File: config.mk
export PLATFORM = sky130hd
export DESIGN_NAME = paralelo_serie_tx
export DESIGN_NICKNAME = d
export VERILOG_FILES = /design/src/rtl/phy_pkg.sv /design/src/rtl/paralelo_serie_tx_fifo.sv /design/src/rtl/paralelo_serie_tx.sv
export SDC_FILE = /design/constraint.sdc
export NUM_CORES = 1
export LEC_CHECK = 0
export BUFFER_PORTS_ARGS = -buffer_cell sky130_fd_sc_hd__buf_2
export CAP_MARGIN = 30
export CORE_MARGIN = 2
export CORE_UTILIZATION = 50
export CTS_BUF_LIST = sky130_fd_sc_hd__clkbuf_4 sky130_fd_sc_hd__clkbuf_8
export DETAILED_ROUTE_END_ITERATION = 7
export PLACE_DENSITY = 0.75
export SETUP_SLACK_MARGIN = 0.1
export SYNTH_ARGS = -nofsm -noshare
export SYNTH_HDL_FRONTEND = slang
export SYNTH_SLANG_ARGS = --single-unit
File: constraint.sdc
create_clock -name clk_8f -period 3.1 [get_ports clk_8f]
set_clock_uncertainty 0.15 [all_clocks]
set_input_delay 0.31 -clock clk_8f [delete_from_list [all_inputs] [get_ports clk_8f]]
set_output_delay 0.31 -clock clk_8f [all_outputs]
set_load 0.1 [all_outputs]
File: src/rtl/phy_pkg.sv
// Shared definitions for the phy serial link.
//   PHY_COMMA      : idle / sync byte on the serial line
//   PHY_SYNC_COUNT : commas sent after reset before user data is allowed out
//   tx_state_e     : transmit FSM state (SYNC while locking the receiver, RUN afterwards)
package phy_pkg;

  localparam logic [7:0]  PHY_COMMA      = 8'hBC;
  localparam int unsigned PHY_SYNC_COUNT = 4;

  typedef enum logic {
    SYNC = 1'b0,
    RUN  = 1'b1
  } tx_state_e;

endpackage

File: src/rtl/paralelo_serie_tx_fifo.sv
// tx_byte_fifo: small synchronous FIFO buffering bytes in front of the serialiser.
// Ports:
//   clk     in  clock, rising edge
//   rst_n   in  synchronous active-low reset; flushes the queue
//   i_push  in  write i_din (ignored while full)
//   i_din   in  DATA_W data to write
//   i_pop   in  discard the head entry (ignored while empty)
//   o_head  out oldest entry, valid while o_empty==0
//   o_full  out DEPTH entries stored
//   o_empty out no entries stored
// Simultaneous push and pop keeps the count; the pop returns the old head.
module tx_byte_fifo #(
  parameter int unsigned DATA_W = 8,
  parameter int unsigned DEPTH  = 2
) (
  input  logic              clk,
  input  logic              rst_n,
  input  logic              i_push,
  input  logic [DATA_W-1:0] i_din,
  input  logic              i_pop,
  output logic [DATA_W-1:0] o_head,
  output logic              o_full,
  output logic              o_empty
);

  localparam int unsigned PW = $clog2(DEPTH);
  localparam logic [PW:0] DEPTH_C = (PW+1)'(DEPTH);

  logic [DATA_W-1:0] r_mem [DEPTH];
  logic [PW-1:0]     r_wr_ptr;
  logic [PW-1:0]     r_rd_ptr;
  logic [PW:0]       r_count;
  logic              w_push;
  logic              w_pop;

  assign o_full  = (r_count == DEPTH_C);
  assign o_empty = (r_count == '0);
  assign o_head  = r_mem[r_rd_ptr];
  assign w_push  = i_push && !o_full;
  assign w_pop   = i_pop && !o_empty;

  always_ff @(posedge clk) begin
    if (!rst_n) begin
      r_wr_ptr <= '0;
      r_rd_ptr <= '0;
      r_count  <= '0;
    end else begin
      if (w_push) begin
        r_mem[r_wr_ptr] <= i_din;
        r_wr_ptr        <= r_wr_ptr + PW'(1);
      end
      if (w_pop) begin
        r_rd_ptr <= r_rd_ptr + PW'(1);
      end
      case ({w_push, w_pop})
        2'b10:   r_count <= r_count + (PW+1)'(1);
        2'b01:   r_count <= r_count - (PW+1)'(1);
        default: r_count <= r_count;
      endcase
    end
  end

endmodule

File: src/rtl/paralelo_serie_tx.sv
// paralelo_serie_tx: transmit side of the phy serial link. Serialises bytes MSB first,
// one bit per clk_8f. After reset it sends SYNC_COUNT commas, then user data; the line
// is filled with commas whenever no byte is queued.
// Ports:
//   clk_8f      in  bit clock, rising edge
//   reset       in  synchronous active-low reset
//   data_in     in  byte to transmit
//   valid_in    in  data_in valid; accepted when valid_in && ready_out
//   ready_out   out input buffer has room (0 while reset is asserted)
//   data_out    out registered serial bit
//   byte_strobe out 1 while data_out carries bit 7 of a byte
//   active      out 1 once sync is complete
module paralelo_serie_tx
  import phy_pkg::*;
#(
  parameter logic [7:0]  COMMA      = PHY_COMMA,
  parameter int unsigned SYNC_COUNT = PHY_SYNC_COUNT,
  parameter int unsigned FIFO_DEPTH = 2
) (
  input  logic       clk_8f,
  input  logic       reset,
  input  logic [7:0] data_in,
  input  logic       valid_in,
  output logic       ready_out,
  output logic       data_out,
  output logic       byte_strobe,
  output logic       active
);

  logic [2:0] r_bit_cnt;
  tx_state_e  r_state;
  logic [3:0] r_sync_cnt;
  logic [7:0] r_hold;
  logic       r_data_out;
  logic       r_strobe;
  logic       r_active;

  logic       w_select;
  logic       w_sync_done;
  logic       w_run;
  logic       w_push;
  logic       w_pop;
  logic       w_full;
  logic       w_empty;
  logic [7:0] w_head;
  logic [7:0] w_nxt;

  assign w_select    = (r_bit_cnt == 3'd7);
  assign w_sync_done = (r_sync_cnt == 4'(SYNC_COUNT));
  // The select that completes sync already counts as RUN so it can take user data.
  assign w_run       = (r_state == RUN) || w_sync_done;
  assign w_pop       = w_select && w_run && !w_empty;
  assign w_nxt       = w_pop ? w_head : COMMA;
  assign ready_out   = reset && !w_full;
  assign w_push      = valid_in && ready_out;

  tx_byte_fifo #(
    .DATA_W (8),
    .DEPTH  (FIFO_DEPTH)
  ) u_fifo (
    .clk     (clk_8f),
    .rst_n   (reset),
    .i_push  (w_push),
    .i_din   (data_in),
    .i_pop   (w_pop),
    .o_head  (w_head),
    .o_full  (w_full),
    .o_empty (w_empty)
  );

  always_ff @(posedge clk_8f) begin
    if (!reset) begin
      r_bit_cnt  <= 3'd7;
      r_state    <= SYNC;
      r_sync_cnt <= '0;
      r_hold     <= '0;
      r_data_out <= 1'b0;
      r_strobe   <= 1'b0;
      r_active   <= 1'b0;
    end else begin
      r_bit_cnt <= r_bit_cnt - 3'd1;
      if (w_select) begin
        r_hold     <= w_nxt;
        r_data_out <= w_nxt[7];
        r_strobe   <= 1'b1;
        if (r_state == SYNC) begin
          if (w_sync_done) begin
            r_state  <= RUN;
            r_active <= 1'b1;
          end else if (r_sync_cnt < 4'(SYNC_COUNT)) begin
            r_sync_cnt <= r_sync_cnt + 4'd1;
          end
        end
      end else begin
        r_data_out <= r_hold[r_bit_cnt];
        r_strobe   <= 1'b0;
      end
    end
  end

  assign data_out    = r_data_out;
  assign byte_strobe = r_strobe;
  assign active      = r_active;

endmodule
======== After elaboration in Yosys (flattened, before gate mapping) ========
Memories as Yosys holds them, arrays and structs flattened. A register that Yosys moved wholly into a read port is not among the register bits.
Index checks and enable logic that the tools add are counted.
cells by class
  mux-type cells .......................... 13
  $mul .................................... 0
  shifts and indexed selects .............. 0
  reductions and logical operators ........ 13
  magnitude comparators ................... 2
  equality and inequality tests ........... 5
  add/sub/neg operators ................... 6
  div/mod/pow operators ................... 0
  bitwise gates (word level) .............. 2
operators by type and width
  kind                                                                    count
  1-bit 2-to-1 mux                                                        10
  8-bit 2-to-1 mux                                                        1
  1-bit logical AND                                                       6
  4-bit by 1-bit adder with 4-bit output (second input constant)          1
  2-bit equality test (second input constant)                             2
  4-bit by 3-bit equality test with 1-bit output (second input constant)  1
  3-bit by 4-bit < comparator with 1-bit output (second input constant)   1
  4-bit by 3-bit < comparator with 1-bit output (second input constant)   1
  2-bit case mux with 2 select lines                                      1
  4-bit AND reduction                                                     1
  1-bit binary-select mux with 3-bit select                               1
  3-bit equality test (second input constant)                             1
  3-bit AND reduction                                                     1
  3-bit by 1-bit subtractor with 3-bit output (second input constant)     1
  1-bit adder (second input constant)                                     2
  2-bit by 1-bit adder with 2-bit output (second input constant)          1
  2-bit by 1-bit equality test with 1-bit output (second input constant)  1
  1-bit logical NOT                                                       2
  2-bit logical NOT                                                       1
  1-bit inverter                                                          2
  2-bit nonzero test                                                      1
  2-bit by 1-bit subtractor with 2-bit output (second input constant)     1
  1-bit logical OR                                                        1
storage, ports and cells
  bits in writable memories ............... 16
  ROM bits ................................ 0
  word-level logic and storage cells ...... 52
  output and inout bits ................... 4
  bits in latches ......................... 0
  register bits after elaboration ......... 23
  memories kept ........................... 1
memories
  memory        depth  bits a word  read ports  clocked after memory_dff  write ports  line                          text
  u_fifo.r_mem  2      8            1           1                         1            paralelo_serie_tx_fifo.sv:29  logic [DATA_W-1:0] r_mem [DEPTH];

======== Logic depth before layout (Yosys ltp) ========
Gate-level depths: netlist (run 1).
  depth after elaboration ................. 8
  gate-level depth with buffers ........... 8
  gate-level depth less buffers ........... 8

======== Cells and area by module ========
A second synthesis (run 1) with hierarchy kept.
second synthesis, totals
  cells, all modules ...................... 139
  area total of the unflattened synthesis .. 1666.6 µm²
modules (own cells, without submodules)
  module             area each (µm²)  cells each  sequential area each (µm²)  instances
  paralelo_serie_tx  849.6            88          380.4                       1
  tx_byte_fifo       817.0            51          580.6                       1

======== Worst setup path before layout (run 1) ========
OpenSTA, ideal clock, no wires.
  path type ............................... input to register
  start ................................... input reset
  end ..................................... memory u_fifo.r_mem[1][0] (enable)
  path buffers ............................ 1
  data arrival time ....................... 3.331 ns
  data required time ...................... 2.616 ns
  setup time .............................. 0.334 ns
  stages on the path ...................... 3
  setup slack ............................. -0.715 ns
  cell sequence ........................... clkbuf_1 > a21boi_0 > and3_1
between the ends
  longest elaborated chain between the ends .. 6
RTL lines
  item                                    line                          text
  start, declared                         paralelo_serie_tx.sv:21       input logic reset,
  1-bit logical AND                       paralelo_serie_tx.sv:54       assign ready_out = reset && !w_full;
  via ready_out                           paralelo_serie_tx.sv:24       output logic ready_out,
  1-bit logical AND                       paralelo_serie_tx.sv:55       assign w_push = valid_in && ready_out;
  1-bit logical AND                       paralelo_serie_tx_fifo.sv:39  assign w_push = i_push && !o_full;
  1-bit 2-to-1 mux                        paralelo_serie_tx_fifo.sv:48  if (w_push) begin
  1-bit 2-to-1 mux                        paralelo_serie_tx_fifo.sv:43  if (!rst_n) begin
  1-bit 2-to-1 mux (implied by the code)  paralelo_serie_tx_fifo.sv:49  r_mem[r_wr_ptr] <= i_din;
  end, declared                           paralelo_serie_tx_fifo.sv:29
The timed path passes the listed nets, and every way through them passes these cells.

======== Final worst setup path (run 1) ========
  start ................................... register r_bit_cnt[0]
  end ..................................... register u_fifo.r_count[1]
between the ends
  longest elaborated chain between the ends .. 6
RTL lines
  item                                                                                   line                          text
  start, declared                                                                        paralelo_serie_tx.sv:30       logic [2:0] r_bit_cnt;
  start signal, assigned                                                                 paralelo_serie_tx.sv:81       r_bit_cnt <= r_bit_cnt - 3'd1;
  3-bit equality test *                                                                  paralelo_serie_tx.sv:48       assign w_select = (r_bit_cnt == 3'd7);
  1-bit logical AND * (2 in a row)                                                       paralelo_serie_tx.sv:52       assign w_pop = w_select && w_run && !w_empty;
  1-bit logical AND *                                                                    paralelo_serie_tx_fifo.sv:40  assign w_pop = i_pop && !o_empty;
  2-bit by 1-bit equality test with 1-bit output or 2-bit equality test (tied branches)  paralelo_serie_tx_fifo.sv:55  case ({w_push, w_pop})
  2-bit case mux with 2 select lines or 2-bit nonzero test (tied branches)               -
  end signal, assigned                                                                   paralelo_serie_tx_fifo.sv:56  2'b10: r_count <= r_count + (PW+1)'(1);
  end signal, assigned                                                                   paralelo_serie_tx_fifo.sv:57  2'b01: r_count <= r_count - (PW+1)'(1);
  end signal, assigned                                                                   paralelo_serie_tx_fifo.sv:58  default: r_count <= r_count;
  end, declared                                                                          paralelo_serie_tx_fifo.sv:32  logic [PW:0] r_count;
Mark *: on every way between the ends. The rest lies on a longest branch, timed or not.
A chain may end at the register's enable or synchronous reset.

==> results of run 1 <==
-- metal layers --
| metal | part of all wire [%] | global-route usage, % | vias up |
|---|---|---|---|
| met1 | 44 | 20.22 | 437 |
| met5 | 0 | 0 | - |
| met3 | 5.1 | 7.576 | 4 |
| met2 | 49 | 27.48 | 20 |
| met4 | 1.7 | 8.254 | 0 |
| li1 | - | - | 482 |
-- timing repair --
item	in CTS	in global routing
setup buffers	0	0
hold buffers	8	0
hold endpoints to repair	16	0
-- layout make-up --
type,count,area [µm²]
inverter,8,30.03
sequential,40,960.9
clock buffer,5,37.54
fill,265,1205
timing repair buffer,22,150.1
clock inverter,3,18.77
multi-input combinational,69,570.5
tap,44,55.05
-- synth_stat cells --
master,number,share of area [%]
or3_1,1,0.40
edfxtp_1,16,31
a32o_1,1,0.64
o21a_1,2,0.95
xnor2_1,4,2.2
mux2_2,3,2.1
and2_1,8,3.2
nand2_1,4,0.95
nand2_2,1,0.40
nor3_1,1,0.32
inv_2,1,0.24
ha_1,5,4.0
mux4_2,2,2.9
a21oi_1,5,1.6
o21ai_0,6,1.9
a221oi_4,1,1.7
nor2b_1,5,2.0
dfxtp_1,24,31
mux2i_1,6,3.8
nor2_1,1,0.24
clkbuf_1,4,0.95
o211a_1,2,1.3
a21boi_0,2,0.95
a22oi_1,3,1.4
inv_1,7,1.7
o211ai_1,1,0.48
xor2_1,1,0.56
nor4_2,1,0.80
nand3b_1,1,0.48
and3_1,2,0.80
-- state kept, by name (all words and copies together), names as in the netlist, named ones only --
signal / flops
byte_strobe: 1
r_sync_cnt: 4
r_hold: 8
data_out: 1
active: 1
u_fifo.r_mem: 16
u_fifo.r_rd_ptr: 1
r_bit_cnt: 3
r_state: 1
u_fifo.r_wr_ptr: 1
u_fifo.r_count: 2
-- layout by cell type (no fill, tap or decap), types with 2 or more instances in the layout --
cell type / n
dfxtp_1: 24
edfxtp_1: 16
buf_2: 14
and2_1: 8
dlygate4sd3_1: 8
inv_1: 7
o21ai_0: 6
mux2i_1: 6
a21oi_1: 5
nor2b_1: 5
ha_1: 5
clkbuf_4: 5
xnor2_1: 4
nand2_1: 4
mux2_2: 3
a22oi_1: 3
and3_1: 2
o211a_1: 2
mux4_2: 2
o21a_1: 2
clkinvlp_4: 2
-- where the power goes --
group          leakage (nW)  switching, mW  total, mW  internal [mW]
combinational         0.355         0.0833      0.138         0.0550
clock                0.0249          0.175      0.260         0.0854
sequential            0.344         0.0178      0.596          0.578
-- final timing paths --
path                             to  slack, ps  depth (start not counted)
hold reg to reg              active        330                          1
setup reg to reg  u_fifo.r_count[1]        710                          6
hold / removal         r_bit_cnt[2]        150                          2
setup / recovery  u_fifo.r_count[1]        710                          6
-- logic make-up (layout without fill, tap and decap cells) --
kind of cell               after synthesis  in the layout  synth area share (%)
AOI/OAI and AO/OA                       23             23                 10.90
xor gates and xnor gates                 5              5                 2.784
adders and majority gates                5              5                 3.978
buffers and inverters                   12             38                 2.864
DFF                                     40             40                 61.10
muxes                                   11             11                 8.830
and+or+nand+nor                         25             25                 9.546
==> impl_metrics.json, run 1 <==
{
  "grt_pass1_wl_mm": 4.353,
  "ir_drop_uv": 322.6,
  "syn_avg_cell_area_um2": 13.00,
  "fmax_ghz": 0.4184,
  "drive_above_1_share_pct": 21.09,
  "dp.cells": 175,
  "finalWeightedCongestion": 0.8002,
  "syn_nets": 137,
  "dp_hpwl_mm": 1.674,
  "ant_nets": 0,
  "hp-class": "in2reg",
  "antenna_found_initial": 0,
  "syn_area_mm2": 0.001573,
  "worstHoldStart": "reset",
  "grt-ovfl-total": 0,
  "fin_crit_ps": 2390,
  "grt_util_all_layers_pct": 17.40,
  "io_pins": 15,
  "cp.arrival_ps": 2520,
  "hold_viol_final": 0,
  "design_area_mm2": 0.001823,
  "relSlewSlack_pct": 50.63,
  "timing.rr.start": "r_bit_cnt[0]",
  "cts_sinks": 40,
  "layoutNonFillerInstCount": 191,
  "grt_max_degree": 28,
  "power_mw": 0.9944,
  "numCtsBuffers": 5,
  "yosys_warnings": 0,
  "synth_cells": 121,
  "place_ws_ps": 740.1,
  "yosysSeqAreaShare_pct": 61.10,
  "clkTransAtPathRegs_ps": 120,
  "drv_slew": 0,
  "nNetsFinal": 162,
  "clk-insertion-delay-late_ps": 350,
  "remaining_drc_errors": 0,
  "via_count": 943,
  "period_share_pct": 77.10,
  "synth_seq_cells": 40,
  "cts_buffer_depth": 2,
  "crit_required_ps": 3230,
  "synthToLayoutAreaGrowth_pct": 15.91,
  "firstDrtPassIters": 4,
  "fp.dieH_um": 60.09,
  "core_mm2": 0.003028,
  "die_area_mm2": 0.003610,
  "crit_path_frequent_cell": "ha_1",
  "critPathKind": "reg2reg",
  "end_kind": "flip-flop",
  "whs_ps": 148.5,
  "grt_pass1_vias": 962,
  "wl_mm": 2.531,
  "start_util_pct": 51.94,
  "rsz0062_at_grt": "false",
  "n_antenna_cell": 0,
  "cpMaxStageDelayCell": "dfxtp_1",
  "cp_cell_sequence": "ha_1 > nand2_2 > a221oi_4 > ha_1 > or3_1 > a21boi_0",
  "rows": 20,
  "clock-root-buffer": "clkbuf_4",
  "postPlaceCellArea_mm2": 0.001687,
  "cp-startpoint": "r_bit_cnt[0]",
  "synth_cell_types": 30,
  "cp_slowest_stage_delay_ps": 460,
  "wire_per_inst_um": 13.25,
  "critPathLaunchType": "flip-flop",
  "status": "complete, no violations",
  "vias_per_cell": 4.937,
  "numPortBuffers": 14,
  "final_util_pct": 60.21,
  "layout_setup_ws_ps": 709.8,
  "cap_viol_max_count": 0,
  "cp.buffers_inverters": 0,
  "cp_top_family": "adder cells",
  "cts_resized": 0,
  "setup_tns_ps": 0,
  "cts_tree": "done",
  "tightest_slew_ps": 737.9,
  "path_max_fanout": 10,
  "cts.htree.levels": 2,
  "p_leak_nw": 0.7239,
  "setup_viol": 0,
  "drt-initial-drc-count": 29,
  "power.density_mw_per_mm2": 545.5,
  "die_w_um": 60.09
}
Power figures use the tool's default switching activity.
==> run 2: changes to the inputs <==
clock period = 2.42 ns   (was 3.1 ns; I/O delays follow)
==> impl_metrics.json, run 2 (synthesis gave the netlist of run 1 again) <==
{
  "grt_pass1_wl_mm": 4.209,
  "final_cell_mix": "dfxtp_1 (24), edfxtp_1 (16), buf_2 (14), and2_1 (8), dlygate4sd3_1 (8)",
  "cp.arrival_ps": 2220,
  "grt_max_degree": 18,
  "firstDrtPassIters": 4,
  "n_antenna_cell": 0,
  "synthToLayoutAreaGrowth_pct": 17.34,
  "p_switching_mw": 0.3195,
  "dp.cells": 178,
  "min_to": "active",
  "layoutNonFillerInstCount": 194,
  "numPortBuffers": 14,
  "via_count": 959,
  "power_frac_comb_pct": 14.2,
  "critPathKind": "reg2reg",
  "wl_mm": 2.504,
  "drt-initial-drc-count": 31,
  "setup_tns_ps": 0,
  "fmax_ghz": 0.4745,
  "p_int_mw": 0.9478,
  "rr_endpoint": "u_fifo.r_count[1]",
  "largest_register_ffs": 16,
  "clkTransAtPathRegs_ps": 110,
  "power.density_mw_per_mm2": 686.7,
  "largest_registers": "u_fifo.r_mem: 16 flops, r_hold: 8 flops, r_sync_cnt: 4 flops",
  "p_clk_share_pct": 25.5,
  "cts_buffer_depth": 2,
  "worstHoldStart": "reset",
  "die_area_mm2": 0.003610,
  "reg2regPathDepth": 6,
  "clk-insertion-delay-late_ps": 320,
  "numCtsBuffers": 5,
  "cts.htree.levels": 2,
  "end_kind": "flip-flop",
  "vias_per_cell": 4.943,
  "finalWeightedCongestion": 0.7577,
  "cp-startpoint": "r_bit_cnt[0]",
  "status": "complete, no violations",
  "rows": 20,
  "path_max_fanout": 7,
  "fin_crit_ps": 2108,
  "fillers": 235,
  "fp.dieH_um": 60.09,
  "cts_sinks": 40,
  "holdPathStages": 2,
  "grt-ovfl-total": 0,
  "postCtsSetupBuffers": 0,
  "tightest_slew_ps": 485.0,
  "remaining_drc_errors": 0,
  "ant_nets": 0,
  "relSlewSlack_pct": 67.89,
  "wire_per_inst_um": 12.91,
  "antenna_found_initial": 0,
  "die_w_um": 60.09,
  "critPathLaunchType": "flip-flop",
  "io_pins": 15,
  "setup_viol": 0,
  "crit_required_ps": 2530,
  "cts_tree": "done",
  "nNetsFinal": 165,
  "layout_setup_ws_ps": 312.5,
  "cap_viol_max_count": 0,
  "power_mw": 1.267,
  "timing.rr.start": "r_bit_cnt[0]",
  "period_share_pct": 87.09,
  "ir_drop_uv": 374.3,
  "start_util_pct": 51.94,
  "hold_viol_final": 0,
  "rsz0062_at_grt": "false",
  "grt_util_all_layers_pct": 16.14,
  "rrSetupSlack_ps": 310,
  "grt_pass1_vias": 974,
  "place_ws_ps": 319.5,
  "drv_slew": 0,
  "dp_hpwl_mm": 1.690,
  "final_common_cell": "dfxtp_1",
  "regMostFlops": "u_fifo.r_mem",
  "drive_above_1_share_pct": 22.67,
  "seqPwrFrac_pct": 60.3,
  "clock-root-buffer": "clkbuf_4",
  "core_mm2": 0.003028,
  "p_leak_nw": 0.7483,
  "switching_share_pct": 25.21,
  "hp-class": "in2reg"
}
## run 2: changes by cell type in the layout (fill, tap and decap cells not counted)
cell,delta
clkinvlp_4,-2
buf_4,+3
clkbuf_4,+2
## run 2: through the flow
stage / cell area (µm²) / hold WS [ps] / util [%]
CTS: 1846 / 56.30 / 60.95
floorplan: 1577 / 190.9 / -
finish: 1846 / 72.84 / 60.95
detailed placement: 1709 / 283.4 / 56.45
global route: 1846 / 52.50 / 60.95
global placement: 1709 / 279.0 / 56.45
## run 2: cell type report
type                       count  area (µm²)  area share, %
clock buffer                   7       52.55          2.847
clock inverter                 1       3.754         0.2034
inverter                       8       30.03          1.627
multi-input combinational     69       570.5          30.92
sequential                    40       960.9          52.07
tap                           44       55.05          2.983
timing repair buffer          25       172.7          9.356
## run 2: per-layer routing
metal / vias up / GRT usage [%] / wire length, µm
met1: 457 / 19.83 / 1198
met5: - / 0 / 0
li1: 485 / - / -
met3: 2 / 4.762 / 92
met4: 0 / 6.667 / 18
met2: 15 / 26.40 / 1195
## run 2: what timing repair did
action                    CTS  global route
hold buffers                8             0
gates resized for setup     0             0
hold endpoints to repair   16             0
## run 2: critical path, cell delays in order, from the launching register on
cell,delay (ps)
dfxtp_1,450
ha_1,250
nand2_2,140
a221oi_4,230
ha_1,310
or3_1,370
a21boi_0,150
## run 2: power by group through the flow
stage / logic [mW] / registers, mW / clock network, mW
floorplan: 0.104 / 0.805 / 0
global placement: 0.165 / 0.777 / 0
detailed placement: 0.170 / 0.779 / 0
CTS: 0.181 / 0.764 / 0.339
global route: 0.198 / 0.768 / 0.369
finish: 0.180 / 0.764 / 0.323
## run 2: worst max-delay path by stage
stage	endpoint	slack, ps
after CTS	u_fifo.r_count[1]	310
after global routing	u_fifo.r_count[1]	180
after detailed placement	u_fifo.r_count[1]	320
final	u_fifo.r_count[1]	310
after global placement	u_fifo.r_count[1]	390
after floorplan	u_fifo.r_mem[1][0]	130
==> run 3: changes to the inputs <==
ABC_AREA = 1   (was default)
GPL_ROUTABILITY_DRIVEN = 0   (was default)
==> impl_metrics.json, run 3 <==
{
  "seqPwrFrac_pct": 56.2,
  "fillers": 269,
  "cts_sinks": 40,
  "io_pins": 15,
  "yosysMostFrequentCell": "nand2_1",
  "path_max_fanout": 9,
  "hp-class": "in2reg",
  "ir_drop_uv": 369.2,
  "die_area_mm2": 0.003712,
  "antenna_found_initial": 0,
  "fin_crit_ps": 2045,
  "cp_cell_sequence": "ha_1 > nand2_4 > nor2_4 > nand2_2 > inv_1 > ha_1 > xor2_1 > and3_1 > nor3_1",
  "grt_pass1_wl_mm": 4.554,
  "multi_input_area_um2": 553.0,
  "setup_tns_ps": 0,
  "n_antenna_cell": 0,
  "critPathLaunchType": "flip-flop",
  "grt_pass1_vias": 1144,
  "core_mm2": 0.003078,
  "numPortBuffers": 14,
  "crit_path_frequent_cell": "ha_1",
  "synth_cell_types": 23,
  "final-seq-area_um2": 960.9,
  "remaining_drc_errors": 0,
  "fp.dieH_um": 60.93,
  "largest_register_ffs": 16,
  "firstDrtPassIters": 4,
  "regMostFlops": "u_fifo.r_mem",
  "p_clk_share_pct": 29.7,
  "yosysSeqAreaShare_pct": 59.31,
  "cp-startpoint": "r_bit_cnt[0]",
  "grt_util_all_layers_pct": 17.19,
  "timing.rr.start": "r_bit_cnt[0]",
  "postCtsSetupBuffers": 0,
  "status": "complete, no violations",
  "switching_share_pct": 25.19,
  "syn_avg_cell_area_um2": 9.052,
  "final_cell_mix": "nand2_1 (51), inv_1 (28), dfxtp_1 (24), edfxtp_1 (16), buf_2 (14)",
  "period_share_pct": 84.51,
  "p_int_mw": 1.014,
  "fmax_ghz": 0.4889,
  "cp.arrival_ps": 2120,
  "rsz0062_at_grt": "false",
  "synth_seq_cells": 40,
  "yosys-top-cells-count": "nand2_1 (51), inv_1 (28), dfxtp_1 (24)",
  "synthArstFlopShare_pct": 0,
  "start_util_pct": 52.64,
  "vias_per_cell": 4.692,
  "critPathKind": "reg2reg",
  "clk-insertion-delay-late_ps": 330,
  "cts_resized": 0,
  "grt_max_degree": 15,
  "drive_above_1_share_pct": 13.40,
  "p_leak_nw": 0.8805,
  "yosys_warnings": 0,
  "final_common_cell": "nand2_1",
  "worstHoldStart": "reset",
  "via_count": 1187,
  "cap_viol_max_count": 0,
  "drv_slew": 0,
  "synth_top_area_share_pct": 29.65,
  "syn_area_mm2": 0.001620,
  "clock-root-buffer": "clkbuf_4",
  "die_w_um": 60.93,
  "crit_required_ps": 2500,
  "relSlewSlack_pct": 67.95,
  "wl_mm": 2.739,
  "ant_nets": 0,
  "yosys-top-cells-area": "dfxtp_1 (30%), edfxtp_1 (30%), nand2_1 (12%)",
  "cp_slowest_stage_delay_ps": 460,
  "synth_cells": 179,
  "cts_buffer_depth": 2,
  "tightest_slew_ps": 484.1,
  "p_switching_mw": 0.3414,
  "setup_viol": 0,
  "largest_registers": "u_fifo.r_mem: 16 flops, r_hold: 8 flops, r_sync_cnt: 4 flops",
  "power_frac_comb_pct": 14.1,
  "power_mw": 1.355,
  "clkTransAtPathRegs_ps": 110,
  "rows": 20,
  "synth_edf_count": 16,
  "syn_nets": 195,
  "synthToLayoutAreaGrowth_pct": 18.61,
  "yosysTopAreaCell": "dfxtp_1",
  "wire_per_inst_um": 10.83,
  "cpMaxStageDelayCell": "dfxtp_1",
  "power.density_mw_per_mm2": 705.3,
  "grt-ovfl-total": 0,
  "end_kind": "flip-flop",
  "nNetsFinal": 224,
  "cts_tree": "done",
  "cts.htree.levels": 2,
  "dp_hpwl_mm": 1.982,
  "hold_viol_final": 0,
  "numCtsBuffers": 5,
  "drt-initial-drc-count": 46,
  "synth_flop_cell": "dfxtp_1"
}
==> run 3: kinds of logic (layout without fill, tap and decap cells) <==
logic type | Yosys count | count (layout) | share of synthesized area [%]
AO/OA/AOI/OAI | 24 | 24 | 7.799
XOR/XNOR | 2 | 2 | 1.081
AND/OR/NAND/NOR | 77 | 77 | 20.70
buffers and inverters | 31 | 61 | 7.259
flip-flops | 40 | 40 | 59.30
adder cells (fa/ha/maj) | 5 | 5 | 3.861
==> run 3: area by class of cell <==
cell class,instances,area share [%]
clock buffer,5,1.953
clock inverter,3,1.953
inverter,28,5.469
multi-input combinational,108,28.78
sequential,40,50.00
tap,44,2.865
timing repair buffer,25,8.984
==> run 3: path summary, 6_finish.rpt <==
kind	endpoint	slack [ps]	depth (start not counted)
setup / recovery	u_fifo.r_count[1]	370	9
hold / removal	r_bit_cnt[1]	50	2
setup reg to reg	u_fifo.r_count[1]	370	9
hold reg to reg	r_sync_cnt[3]	290	2
==> run 3: through the flow <==
step           setup WS [ps]  hold WS (ps)  instance area (µm²)  utilization (%)  std cells
6_report               374.8         45.20                 1922            62.44        253
5_1_grt                234.0         41.56                 1922            62.44        253
4_1_cts                381.3         27.41                 1922            62.44        253
3_5_place_dp           399.2         270.0                 1767            57.40        237
3_3_place_gp           523.6         265.3                 1767            57.40        237
2_1_floorplan          217.4         190.9                 1632                -        179
==> run 3: metal layers <==
layer | GRT usage (%) | share of wire (%) | wire, µm
met1 | 18.01 | 44 | 1193
met4 | 6.522 | 1.1 | 29
met5 | 0 | 0 | 0
met2 | 32.10 | 52 | 1430
met3 | 5.117 | 3.1 | 85
==> run 3: repair_timing <==
item	CTS	global route
endpoints found under the setup margin	0	0
hold buffers	8	0
endpoints found under the hold margin	16	0
==> run 3: worst max-delay path: cells and delay by family, from the launching register on <==
kind | cells | cell delay [ps]
and+or+nand+nor | 5 | 580
DFF | 1 | 460
adders and majority gates | 2 | 440
xor gates and xnor gates | 1 | 190
buffers and inverters | 1 | 120
==> run 3: power by group through the flow <==
stage	Sequential, mW	Combinational (mW)	Clock, mW
after floorplan	0.803	0.111	0
after global placement	0.775	0.174	0
after detailed placement	0.777	0.181	0
after CTS	0.762	0.192	0.418
after global routing	0.767	0.215	0.448
final	0.762	0.191	0.403
